===== src/rtl/preamble_detect_pkg.sv =====
// rtl/preamble_detect_pkg.sv - shared types and width helpers for preamble_detect_v2
package preamble_detect_pkg;

  // Encoding matches the debug_state port
  typedef enum logic [1:0] {
    ST_IDLE    = 2'd0,
    ST_PASS    = 2'd1,
    ST_HOLDOFF = 2'd2
  } pd_state_e;

  // I occupies the low half of the word, Q starts at the high half
  localparam int I_LSB = 0;

  function automatic int q_lsb(input int word_w);
    return word_w / 2;
  endfunction

  // Magnitude is SAMPLE_W+1 bits; a window of up to 2^LEN_W-1 of them cannot overflow this
  function automatic int sum_w(input int sample_w, input int len_w);
    return sample_w + 1 + len_w;
  endfunction

endpackage


===== src/rtl/pd_mag_delay.sv =====
// rtl/pd_mag_delay.sv - L1 magnitude, delay line and moving window sum
module pd_mag_delay
  import preamble_detect_pkg::*;
#(
  parameter int SAMPLE_W = 12,
  parameter int LEN_W    = 6,
  localparam int MAG_W   = SAMPLE_W + 1,
  localparam int SUM_W   = sum_w(SAMPLE_W, LEN_W)
) (
  input  logic                       clk,
  input  logic                       rst_n,
  input  logic                       i_in_valid,
  input  logic signed [SAMPLE_W-1:0] i_i,
  input  logic signed [SAMPLE_W-1:0] i_q,
  input  logic                       i_upd,
  input  logic                       i_clear,
  input  logic        [LEN_W-1:0]    i_len,
  output logic        [SUM_W-1:0]    o_sum,
  output logic        [SUM_W-1:0]    o_sum_next,
  output logic                       o_full_next
);

  logic signed [MAG_W-1:0] w_i_ext, w_q_ext;
  logic        [MAG_W-1:0] w_abs_i, w_abs_q, w_mag, w_old;
  logic        [MAG_W-1:0] r_mag;
  logic        [MAG_W-1:0] r_line [2**LEN_W];
  logic        [LEN_W-1:0] r_ptr, r_fill, w_fill_next;
  logic        [SUM_W-1:0] r_sum, w_sum_next;

  // Widen before negating so the most negative input maps to +2^(SAMPLE_W-1)
  assign w_i_ext = MAG_W'(i_i);
  assign w_q_ext = MAG_W'(i_q);
  assign w_abs_i = w_i_ext[MAG_W-1] ? -w_i_ext : w_i_ext;
  assign w_abs_q = w_q_ext[MAG_W-1] ? -w_q_ext : w_q_ext;
  assign w_mag   = w_abs_i + w_abs_q;
  assign w_old   = r_line[r_ptr - i_len];

  // Stage 1: capture magnitude of each valid input sample
  always_ff @(posedge clk or negedge rst_n) begin
    if (!rst_n) r_mag <= '0;
    else if (i_in_valid) r_mag <= w_mag;
  end

  // Delay line storage; contents before the window fills are never read
  always_ff @(posedge clk) begin
    if (i_upd) r_line[r_ptr] <= r_mag;
  end

  // Next window sum/fill; a clear restarts the window at the current sample
  always_comb begin
    w_sum_next  = r_sum;
    w_fill_next = r_fill;
    if (i_len == '0) begin
      w_sum_next  = '0;
      w_fill_next = '0;
    end else if (i_clear) begin
      w_sum_next  = SUM_W'(r_mag);
      w_fill_next = LEN_W'(1);
    end else if (r_fill == i_len) begin
      w_sum_next  = r_sum + SUM_W'(r_mag) - SUM_W'(w_old);
    end else begin
      w_sum_next  = r_sum + SUM_W'(r_mag);
      w_fill_next = r_fill + LEN_W'(1);
    end
  end

  // Stage 2: commit window state on each pipelined valid sample
  always_ff @(posedge clk or negedge rst_n) begin
    if (!rst_n) begin
      r_sum  <= '0;
      r_fill <= '0;
      r_ptr  <= '0;
    end else if (i_upd) begin
      r_sum  <= w_sum_next;
      r_fill <= w_fill_next;
      r_ptr  <= r_ptr + LEN_W'(1);
    end
  end

  assign o_sum       = r_sum;
  assign o_sum_next  = w_sum_next;
  assign o_full_next = (i_len != '0) && (w_fill_next == i_len);

endmodule


===== src/rtl/preamble_detect_v2.sv =====
// rtl/preamble_detect_v2.sv - moving-sum preamble detector gating sample bursts
module preamble_detect_v2
  import preamble_detect_pkg::*;
#(
  parameter int WORD_W   = 48,
  parameter int SAMPLE_W = 12,
  parameter int LEN_W    = 6,
  parameter int PASS_W   = 16
) (
  input  logic              clk_clk,
  input  logic              reset_reset_n,
  input  logic [WORD_W-1:0] fifo_in_wdata,
  input  logic              fifo_in_wrreq,
  output logic [WORD_W-1:0] fifo_out_wrdata,
  output logic              fifo_out_wrreq,
  input  logic              cfg_enable,
  input  logic              cfg_retrigger,
  input  logic [LEN_W-1:0]  cfg_filter_len,
  input  logic [PASS_W-1:0] cfg_passthrough_len,
  input  logic [PASS_W-1:0] cfg_holdoff_len,
  input  logic [31:0]       cfg_threshold,
  output logic [31:0]       debug_sum,
  output logic [31:0]       debug_count,
  output logic [1:0]        debug_state
);

  localparam int SUM_W = sum_w(SAMPLE_W, LEN_W);
  localparam int Q_LSB = q_lsb(WORD_W);
  localparam logic [1:0] S_IDLE    = ST_IDLE;
  localparam logic [1:0] S_PASS    = ST_PASS;
  localparam logic [1:0] S_HOLDOFF = ST_HOLDOFF;

  logic              r_s1_valid;
  logic [WORD_W-1:0] r_s1_word;
  logic [WORD_W-1:0] r_out_data;
  logic              r_out_valid;
  logic [LEN_W-1:0]  r_len;
  logic [1:0]        r_state;
  logic [PASS_W-1:0] r_cnt, r_hcnt;
  logic [31:0]       r_count;
  logic [SUM_W-1:0]  w_sum, w_sum_next;
  logic              w_full_next, w_clear, w_hit, w_gate;
  logic [PASS_W-1:0] w_pass_load, w_cnt_after;

  pd_mag_delay #(
    .SAMPLE_W (SAMPLE_W),
    .LEN_W    (LEN_W)
  ) u_mag_delay (
    .clk         (clk_clk),
    .rst_n       (reset_reset_n),
    .i_in_valid  (fifo_in_wrreq),
    .i_i         (fifo_in_wdata[I_LSB +: SAMPLE_W]),
    .i_q         (fifo_in_wdata[Q_LSB +: SAMPLE_W]),
    .i_upd       (r_s1_valid),
    .i_clear     (w_clear),
    .i_len       (cfg_filter_len),
    .o_sum       (w_sum),
    .o_sum_next  (w_sum_next),
    .o_full_next (w_full_next)
  );

  assign w_clear     = !cfg_enable || (cfg_filter_len != r_len);
  assign w_hit       = w_full_next && (32'(w_sum_next) >= cfg_threshold);
  assign w_pass_load = (cfg_passthrough_len == '0) ? PASS_W'(1) : cfg_passthrough_len;

  // Gate decision and the burst count left after this sample is output
  always_comb begin
    w_gate      = (r_state == S_PASS) || ((r_state == S_IDLE) && w_hit);
    w_cnt_after = r_cnt - PASS_W'(1);
    if ((r_state != S_PASS) || (cfg_retrigger && w_hit)) w_cnt_after = w_pass_load - PASS_W'(1);
  end

  // Stage 1: register the input word alongside its magnitude
  always_ff @(posedge clk_clk or negedge reset_reset_n) begin
    if (!reset_reset_n) begin
      r_s1_valid <= 1'b0;
      r_s1_word  <= '0;
    end else begin
      r_s1_valid <= fifo_in_wrreq;
      if (fifo_in_wrreq) r_s1_word <= fifo_in_wdata;
    end
  end

  // Stage 2: burst FSM, output gating and trigger counting
  always_ff @(posedge clk_clk or negedge reset_reset_n) begin
    if (!reset_reset_n) begin
      r_out_data  <= '0;
      r_out_valid <= 1'b0;
      r_len       <= '0;
      r_state     <= S_IDLE;
      r_cnt       <= '0;
      r_hcnt      <= '0;
      r_count     <= '0;
    end else begin
      r_out_valid <= 1'b0;
      if (r_s1_valid) begin
        r_len      <= cfg_filter_len;
        r_out_data <= r_s1_word;
        if (!cfg_enable) begin
          r_out_valid <= 1'b1;
          r_state     <= S_IDLE;
        end else if (r_state == S_HOLDOFF) begin
          r_hcnt <= r_hcnt - PASS_W'(1);
          if (r_hcnt == PASS_W'(1)) r_state <= S_IDLE;
        end else if (w_gate) begin
          r_out_valid <= 1'b1;
          r_cnt       <= w_cnt_after;
          if (r_state == S_IDLE) r_count <= r_count + 32'd1;
          if (w_cnt_after != '0) begin
            r_state <= S_PASS;
          end else if (cfg_holdoff_len == '0) begin
            r_state <= S_IDLE;
          end else begin
            r_state <= S_HOLDOFF;
            r_hcnt  <= cfg_holdoff_len;
          end
        end else begin
          r_state <= S_IDLE;
        end
      end
    end
  end

  assign fifo_out_wrdata = r_out_data;
  assign fifo_out_wrreq  = r_out_valid;
  assign debug_sum       = 32'(w_sum);
  assign debug_count     = r_count;
  assign debug_state     = r_state;

endmodule

===== config.mk =====
export PLATFORM = sky130hd
export DESIGN_NAME = preamble_detect_v2
export DESIGN_NICKNAME = d
export VERILOG_FILES = /design/src/rtl/preamble_detect_pkg.sv /design/src/rtl/pd_mag_delay.sv /design/src/rtl/preamble_detect_v2.sv
export SDC_FILE = /design/constraint.sdc
export NUM_CORES = 1
export LEC_CHECK = 0
export BUFFER_PORTS_ARGS = -buffer_cell sky130_fd_sc_hd__buf_2
export CAP_MARGIN = 40
export CELL_PAD_IN_SITES_DETAIL_PLACEMENT = 1
export CELL_PAD_IN_SITES_GLOBAL_PLACEMENT = 2
export CORE_ASPECT_RATIO = 2
export CORE_MARGIN = 5
export CORE_UTILIZATION = 46
export DETAILED_ROUTE_END_ITERATION = 8
export GPL_TIMING_DRIVEN = 0
export HOLD_SLACK_MARGIN = 0.03
export PLACE_DENSITY_LB_ADDON = 0.05
export SLEW_MARGIN = 20
export SYNTH_ARGS = -nofsm -noshare
export SYNTH_HDL_FRONTEND = slang
export SYNTH_SLANG_ARGS = --single-unit

===== constraint.sdc =====
create_clock -name clk_clk -period 14.68 [get_ports clk_clk]
set_clock_uncertainty 0.15 [all_clocks]
set_input_delay 1.468 -clock clk_clk [delete_from_list [all_inputs] [get_ports clk_clk]]
set_output_delay 1.468 -clock clk_clk [all_outputs]
set_load 0.01 [all_outputs]

== After elaboration in Yosys (flattened, before gate mapping) ==
Memory sizes are Yosys's and may differ from the RTL's.
Index checks and enable logic that the tools add are counted.

* Register bits: 214
* Bits in writable memories: 832
* Output and inout port bits: 115
* Memories: 1

* Add/subtract/negate cells: 12
* Magnitude comparators: 1
* Equal/unequal tests: 10
* Muxes and demuxes: 26
* Bitwise gates (word level): 1
* Reduce and logical (&&, ||, !) cells: 19

{| class="wikitable"
|+ Memories
! memory !! depth !! width !! rd ports !! clocked after memory_dff !! write ports !! RTL line !! text
|-
| u_mag_delay.r_line || 64 || 13 || 1 || 0 || 1 || pd_mag_delay.sv:26 || <nowiki>logic [MAG_W-1:0] r_line [2**LEN_W];</nowiki>
|}

{| class="wikitable"
|+ Operators with widths
! kind !! count
|-
| two-way mux 16 bit || 6
|-
| two-way mux 19 bit || 3
|-
| subtractor 16 x 1 -> 16 bit, second input constant || 3
|-
| adder 32 x 1 -> 32 bit, second input constant || 1
|-
| >= comparator 19 x 32 -> 1 bit || 1
|-
| logical NOT 16 bit || 2
|-
| two-way mux 13 bit || 2
|-
| negator 12 -> 13 bit || 2
|-
| adder 19 x 13 -> 19 bit || 1
|-
| subtractor 19 x 13 -> 19 bit || 1
|-
| two-way mux 6 bit || 3
|-
| == test 16 x 1 -> 1 bit, second input constant || 1
|-
| nonzero test 16 bit || 1
|-
| adder 13 bit || 1
|-
| adder 6 x 1 -> 6 bit, second input constant || 2
|-
| == test 6 bit || 2
|-
| two-way mux 2 bit || 6
|-
| AND reduction 5 bit || 2
|-
| logical NOT 6 bit || 1
|-
| two-way mux 1 bit || 6
|-
| inequality test 6 bit || 1
|-
| nonzero test 6 bit || 1
|-
| subtractor 6 bit || 1
|-
| logical AND 1 bit || 4
|-
| other kinds (12) || 15
|}

== Depth between registers and ports, before layout ==
An unclocked memory read counts as a cell.

* Word-level depth: 16
* Depth in mapped cells: 52
* Mapped depth without buffers: 47

== Hierarchy ==
A second synthesis with hierarchy kept.

* Cell total of the unflattened synthesis: 2780
* Area, all modules: 45934.1 µm²

{| class="wikitable"
|+ Modules (own cells, without submodules)
! module !! times used !! cells each !! area each (µm²) !! sequential area each (µm²)
|-
| pd_mag_delay || 1 || 1945 || 36995.5 || 26085.0
|-
| preamble_detect_v2 || 1 || 835 || 8938.6 || 4254.1
|}

== Least setup slack after synthesis ==
OpenSTA, ideal clock, no wires.

* Path kind: input -> register
* Start: in cfg_filter_len[0]
* End: reg r_hcnt[11]
* Library setup time: 0.127 ns
* Arrival time: 11.909 ns
* Data required time: 14.403 ns
* Setup slack: 2.493 ns
* Cell stages on the path: 43
* Buffers on the path: 6
* Path through: ha_1 > fa_1 > xnor2_1 > clkbuf_1 > buf_1 > mux4_2 > mux2_2 > o21ai_0 > ha_1 > a21o_1 > a21oi_1 > o21bai_1 > a21oi_1 > o21bai_1 > a21oi_1 > o21bai_1 > a2111oi_0 > o31ai_1 > (+7 left out) > a2111oi_2 > nand4_1 > o311a_1 > buf_6 > clkbuf_1 > clkbuf_1 > mux2i_1 > ha_1 > nand2b_1 > or3_1 > xnor2_1 > or3b_2 > mux2i_1 > nand4_1 > nor4_4 > and2_1 > buf_4 > mux2_1

* Cells in the longest elaborated chain, start to end: 14

{| class="wikitable"
|+ RTL lines
! element !! RTL line !! text
|-
| from (decl) || preamble_detect_v2.sv:18 || <nowiki>input logic [LEN_W-1:0] cfg_filter_len,</nowiki>
|-
| subtractor 6 bit || pd_mag_delay.sv:36 || <nowiki>assign w_old = r_line[r_ptr - i_len];</nowiki>
|-
| memory read (64 x 13 bit) || - ||
|-
| subtractor 19 x 13 -> 19 bit || pd_mag_delay.sv:60 || <nowiki>w_sum_next = r_sum + SUM_W'(r_mag) - SUM_W'(w_old);</nowiki>
|-
| two-way mux 19 bit || pd_mag_delay.sv:59 || <nowiki>end else if (r_fill == i_len) begin</nowiki>
|-
| two-way mux 19 bit || pd_mag_delay.sv:56 || <nowiki>end else if (i_clear) begin</nowiki>
|-
| two-way mux 19 bit * || pd_mag_delay.sv:53 || <nowiki>if (i_len == '0) begin</nowiki>
|-
| net u_mag_delay.o_sum_next[18] || pd_mag_delay.sv:19 || <nowiki>output logic [SUM_W-1:0] o_sum_next,</nowiki>
|-
| >= comparator 19 x 32 -> 1 bit * || preamble_detect_v2.sv:63 || <nowiki>assign w_hit = w_full_next && (32'(w_sum_next) >= cfg_threshold);</nowiki>
|-
| logical AND 1 bit * || preamble_detect_v2.sv:63 ||
|-
| logical AND 1 bit || preamble_detect_v2.sv:70 || <nowiki>if ((r_state != S_PASS) || (cfg_retrigger && w_hit)) w_cnt_after = w_pass_load - PASS_W'(1);</nowiki>
|-
| logical OR 1 bit || preamble_detect_v2.sv:70 ||
|-
| two-way mux 16 bit || preamble_detect_v2.sv:70 ||
|-
| nonzero test 16 bit || preamble_detect_v2.sv:109 || <nowiki>if (w_cnt_after != '0) begin</nowiki>
|-
| inequality test 2 bit (no line) || - ||
|-
| AND reduction 5 bit (no line) * || - ||
|-
| to (signal assigned) || preamble_detect_v2.sv:103 || <nowiki>r_hcnt <= r_hcnt - PASS_W'(1);</nowiki>
|-
| to (signal assigned) || preamble_detect_v2.sv:115 || <nowiki>r_hcnt <= cfg_holdoff_len;</nowiki>
|-
| to (decl) || preamble_detect_v2.sv:39 || <nowiki>logic [PASS_W-1:0] r_cnt, r_hcnt;</nowiki>
|}

Mark *: on every way through the listed nets, which the timed path passes. The rest lies on a longest branch.
A chain may end at the register's enable or synchronous reset.

== Final worst setup path ==
Ends and elaborated chain as after synthesis.

==> results.md <==
* Total clock sinks at 1046
* DRT Wirelength at 132 mm
* Post-synth EDFFs at 832
* Min-Delay Path Class: reg2reg
* # nets final at 3324
* Yosys top cell area share at 0.551
* Final setup margin at 0.789 ns
* Hold slack at 0.322 ns
* Post-Synthesis Cells at 2676
* Drt initial violations at 1664
* Total Routing Usage GR at 0.250
* Clock share of power at 0.211
* CTS max path bufs at 3
* Most frequent cell on the critical path: ha_1
* Crit path kind: in2reg
* Fin crit period at 13.89 ns
* Total core area at 0.0983 sq mm
* Rel. slew slack at 0.395
* Full die area at 0.105 sq mm
* Sw Share at 0.375
* Largest net degree at the start of global routing at 102
* WL per Instance at 29.2 um
* Hpwl dp at 97.3 mm
* Worst R2R Setup Slack at 0.86 ns
* Min-delay src: debug_count[31]$_DFFE_PN0P_
* Maximum vdd drop at 0.191 mV
* Pleak at 18.9 nW
* Vias per cell at 5.74
* CTS tree: yes
* Mux cell area share after synthesis at 0.172
* Cell taking the most area after synthesis: edfxtp_1
* Syn Area/Cell at 16.9 sq um
* Critical path arrival at 14.32 ns
* Root buf cell: clkbuf_16
* Layout area overhead at 17.0%
* Finished Layout Cells at 4523
* Vias at 26000
* Critical path fanouts, max at 16
* Placed cells at 4344
* Cell with the most instances after synthesis: edfxtp_1
* # fillers at 9241
* Max Cap Viol at 0
* IO Count at 238
* Final hold vios at 0
* Internal Power at 7.03 mW
* Share of cells above drive strength 1 at 0.321
* First-pass GRT wire length at 193 mm
* Drt pass-1 iters at 7
* Worst Setup End Kind: flop
* Fmax at 72.0 MHz
* Row Count at 163
* Pwr dens at 212 mW/mm^2
* Place WS at -2.06 ns
* Post-DRT Antenna Nets at 0
* Critical path's slowest cell: mux4_2
* Clock-pin slew on the worst setup and hold paths at 0.07 ns
* RD Place Congestion at 0.826
* IO buf count at 221
* Sw Pwr at 4.22 mW
* Initial antenna violation count at 3
* Yosys cell types at 76
* Flops & latches, synth at 1046
* Status: finished, final reports clean
* Starting Density at 0.461
* Slew @ Worst Pin at 0.907 ns
* Combinational fraction of design power at 0.453
* Die height at 454 um
* Fraction of registers with async set or reset after synthesis at 0.205
* Top post-synthesis cells by area: edfxtp_1, mux4_2, dfrtp_1
* CTS Hold Bufs at 0
* H-tree levels at 3
* Synth Area in Compound Gates at 0.0372
* Die Width at 232 um
* Yosys warnings at 0
* RR Startpoint: u_mag_delay.r_ptr[0]$_DFFE_PN0P_
* Endpoints failing setup at 0
* # DRC at 0
* Inserted Clock Buffers at 93
* CP max stage delay at 0.60 ns
* Synth Cell Area at 0.0453 sq mm
* Clock latency on the worst-skew pair at 0.70 ns
* Worst setup startpoint: cfg_filter_len[0]
* RSZ-0062 raised after global routing: no
* Worst Path Buf+Inv at 11
* Seq/Total Area, Yosys at 0.669
* Simple-gate share of the synthesized area at 0.0550
* Congestion Overflow GR at 0
* Critical path required time at 15.10 ns
* Fin crit share at 0.946
* XOR/XNOR Fraction of Synth Area at 0.0253
* Adder-Cell Fraction of Synth Area at 0.0214
* Max Slew Vio Count at 0
* Vias in the first global route at 28800
* CP delay by family, top: compound AO/OA/AOI/OAI gates
* Largest family of logic cells by synthesized area: multiplexers
* Post-synth top cells: edfxtp_1, mux4_2, dfrtp_1
* Flop pwr share at 0.337
* Top FF cell, synth: edfxtp_1
* CP Launch Type: input port
-- per-stage QoR --
stage / total power, mW / util / TNS (ns) / cell area [sq um]
final: 11.2 / 0.539 / 0 / 53000
after CTS: 11.3 / 0.538 / 0 / 52900
after global routing: 11.8 / 0.539 / 0 / 53000
after global placement: 8.50 / 0.490 / -39.04 / 48100
after floorplan: 6.80 / - / 0 / 45400
after detailed placement: 8.92 / 0.508 / -33.60 / 49900
-- logic make-up after synthesis --
group | count (synthesis)
mux | 437
fa+ha+maj | 75
simple gates | 515
xor+xnor | 131
compound gates | 259
flops | 1046
other cells | 1
buf+inv | 212
-- final timing paths --
| kind | to | cells past startpoint |
|---|---|---|
| worst max-delay path | r_hcnt[11]$_DFFE_PN0P_ | 49 |
| worst min-delay path | debug_count[31]$_DFFE_PN0P_ | 1 |
| worst max register to register | r_hcnt[11]$_DFFE_PN0P_ | 50 |
| worst min register to register | debug_count[31]$_DFFE_PN0P_ | 1 |
| max in group asynchronous | u_mag_delay.r_mag[5]$_DFFE_PN0P_ | 3 |
| min in group asynchronous | r_cnt[9]$_DFFE_PN0P_ | 1 |
-- cells in the final DEF (no fill, tap or decap), types with 16 or more instances in the layout --
master	count
and3_1	19
edfxtp_1	832
clkinv_1	19
nor2_1	98
buf_4	26
clkbuf_16	95
buf_8	26
nand2b_1	18
a21oi_1	60
xnor2_1	95
nor3_1	38
xor2_1	33
buf_2	225
clkbuf_2	16
o21ai_0	65
inv_1	78
nand3_1	40
nor4_1	21
ha_1	71
buf_6	78
dfrtp_1	201
clkbuf_1	87
nor2_2	60
buf_1	22
mux4_2	260
mux2_2	145
mux2i_1	31
nand2_1	131
-- metal layers --
metal,track usage,routed length [um],vias to the layer above
met5,0,0,-
met4,0.105,6050,0
met3,0.0293,4670,228
met2,0.488,76100,637
met1,0.271,45100,13700
li1,-,-,11300
-- registers in the layout, summed over array words and instances, names as in the netlist --
| register | count |
|---|---|
| debug_state | 2 |
| r_s1_valid | 1 |
| r_s1_word | 48 |
| r_cnt | 16 |
| u_mag_delay.r_mag | 13 |
| u_mag_delay.o_sum | 19 |
| debug_count | 32 |
| u_mag_delay.r_ptr | 6 |
| u_mag_delay.r_fill | 6 |
| fifo_out_wrdata | 48 |
| fifo_out_wrreq | 1 |
| r_hcnt | 16 |
| r_len | 6 |
| u_mag_delay.r_line | 832 |
-- layout make-up --
class / count / area (sq um) / share of cell area
Tap cell: 1320 / 1650 / 0.0311
Inverter: 78 / 293 / 0.00552
Sequential cell: 1046 / 30400 / 0.573
Antenna cell: 3 / 7.51 / 0.000142
Clock inverter: 51 / 398 / 0.00750
Multi-Input combinational cell: 1430 / 14400 / 0.271
Clock buffer: 118 / 2490 / 0.0470
Timing Repair Buffer: 347 / 2800 / 0.0529
Buffer: 130 / 604 / 0.0114
-- what timing repair did --
action / in CTS / in global routing
endpoints found under the hold margin: 0 / 0
pin swaps: 0 / 1
setup endpoints to repair: 18 / 17
setup buffers: 0 / 3
gates resized for setup: 18 / 14
-- power groups by stage --
| stage | Clock [mW] | Sequential (mW) | Combinational [mW] |
|---|---|---|---|
| 6_report | 2.37 | 3.78 | 5.09 |
| 5_1_grt | 2.56 | 3.80 | 5.40 |
| 4_1_cts | 2.43 | 3.79 | 5.12 |
| 3_5_place_dp | 0 | 3.85 | 5.07 |
| 3_3_place_gp | 0 | 4.03 | 4.47 |
| 2_1_floorplan | 0 | 3.85 | 2.95 |
No activity file was read; power rests on OpenSTA's default activity.
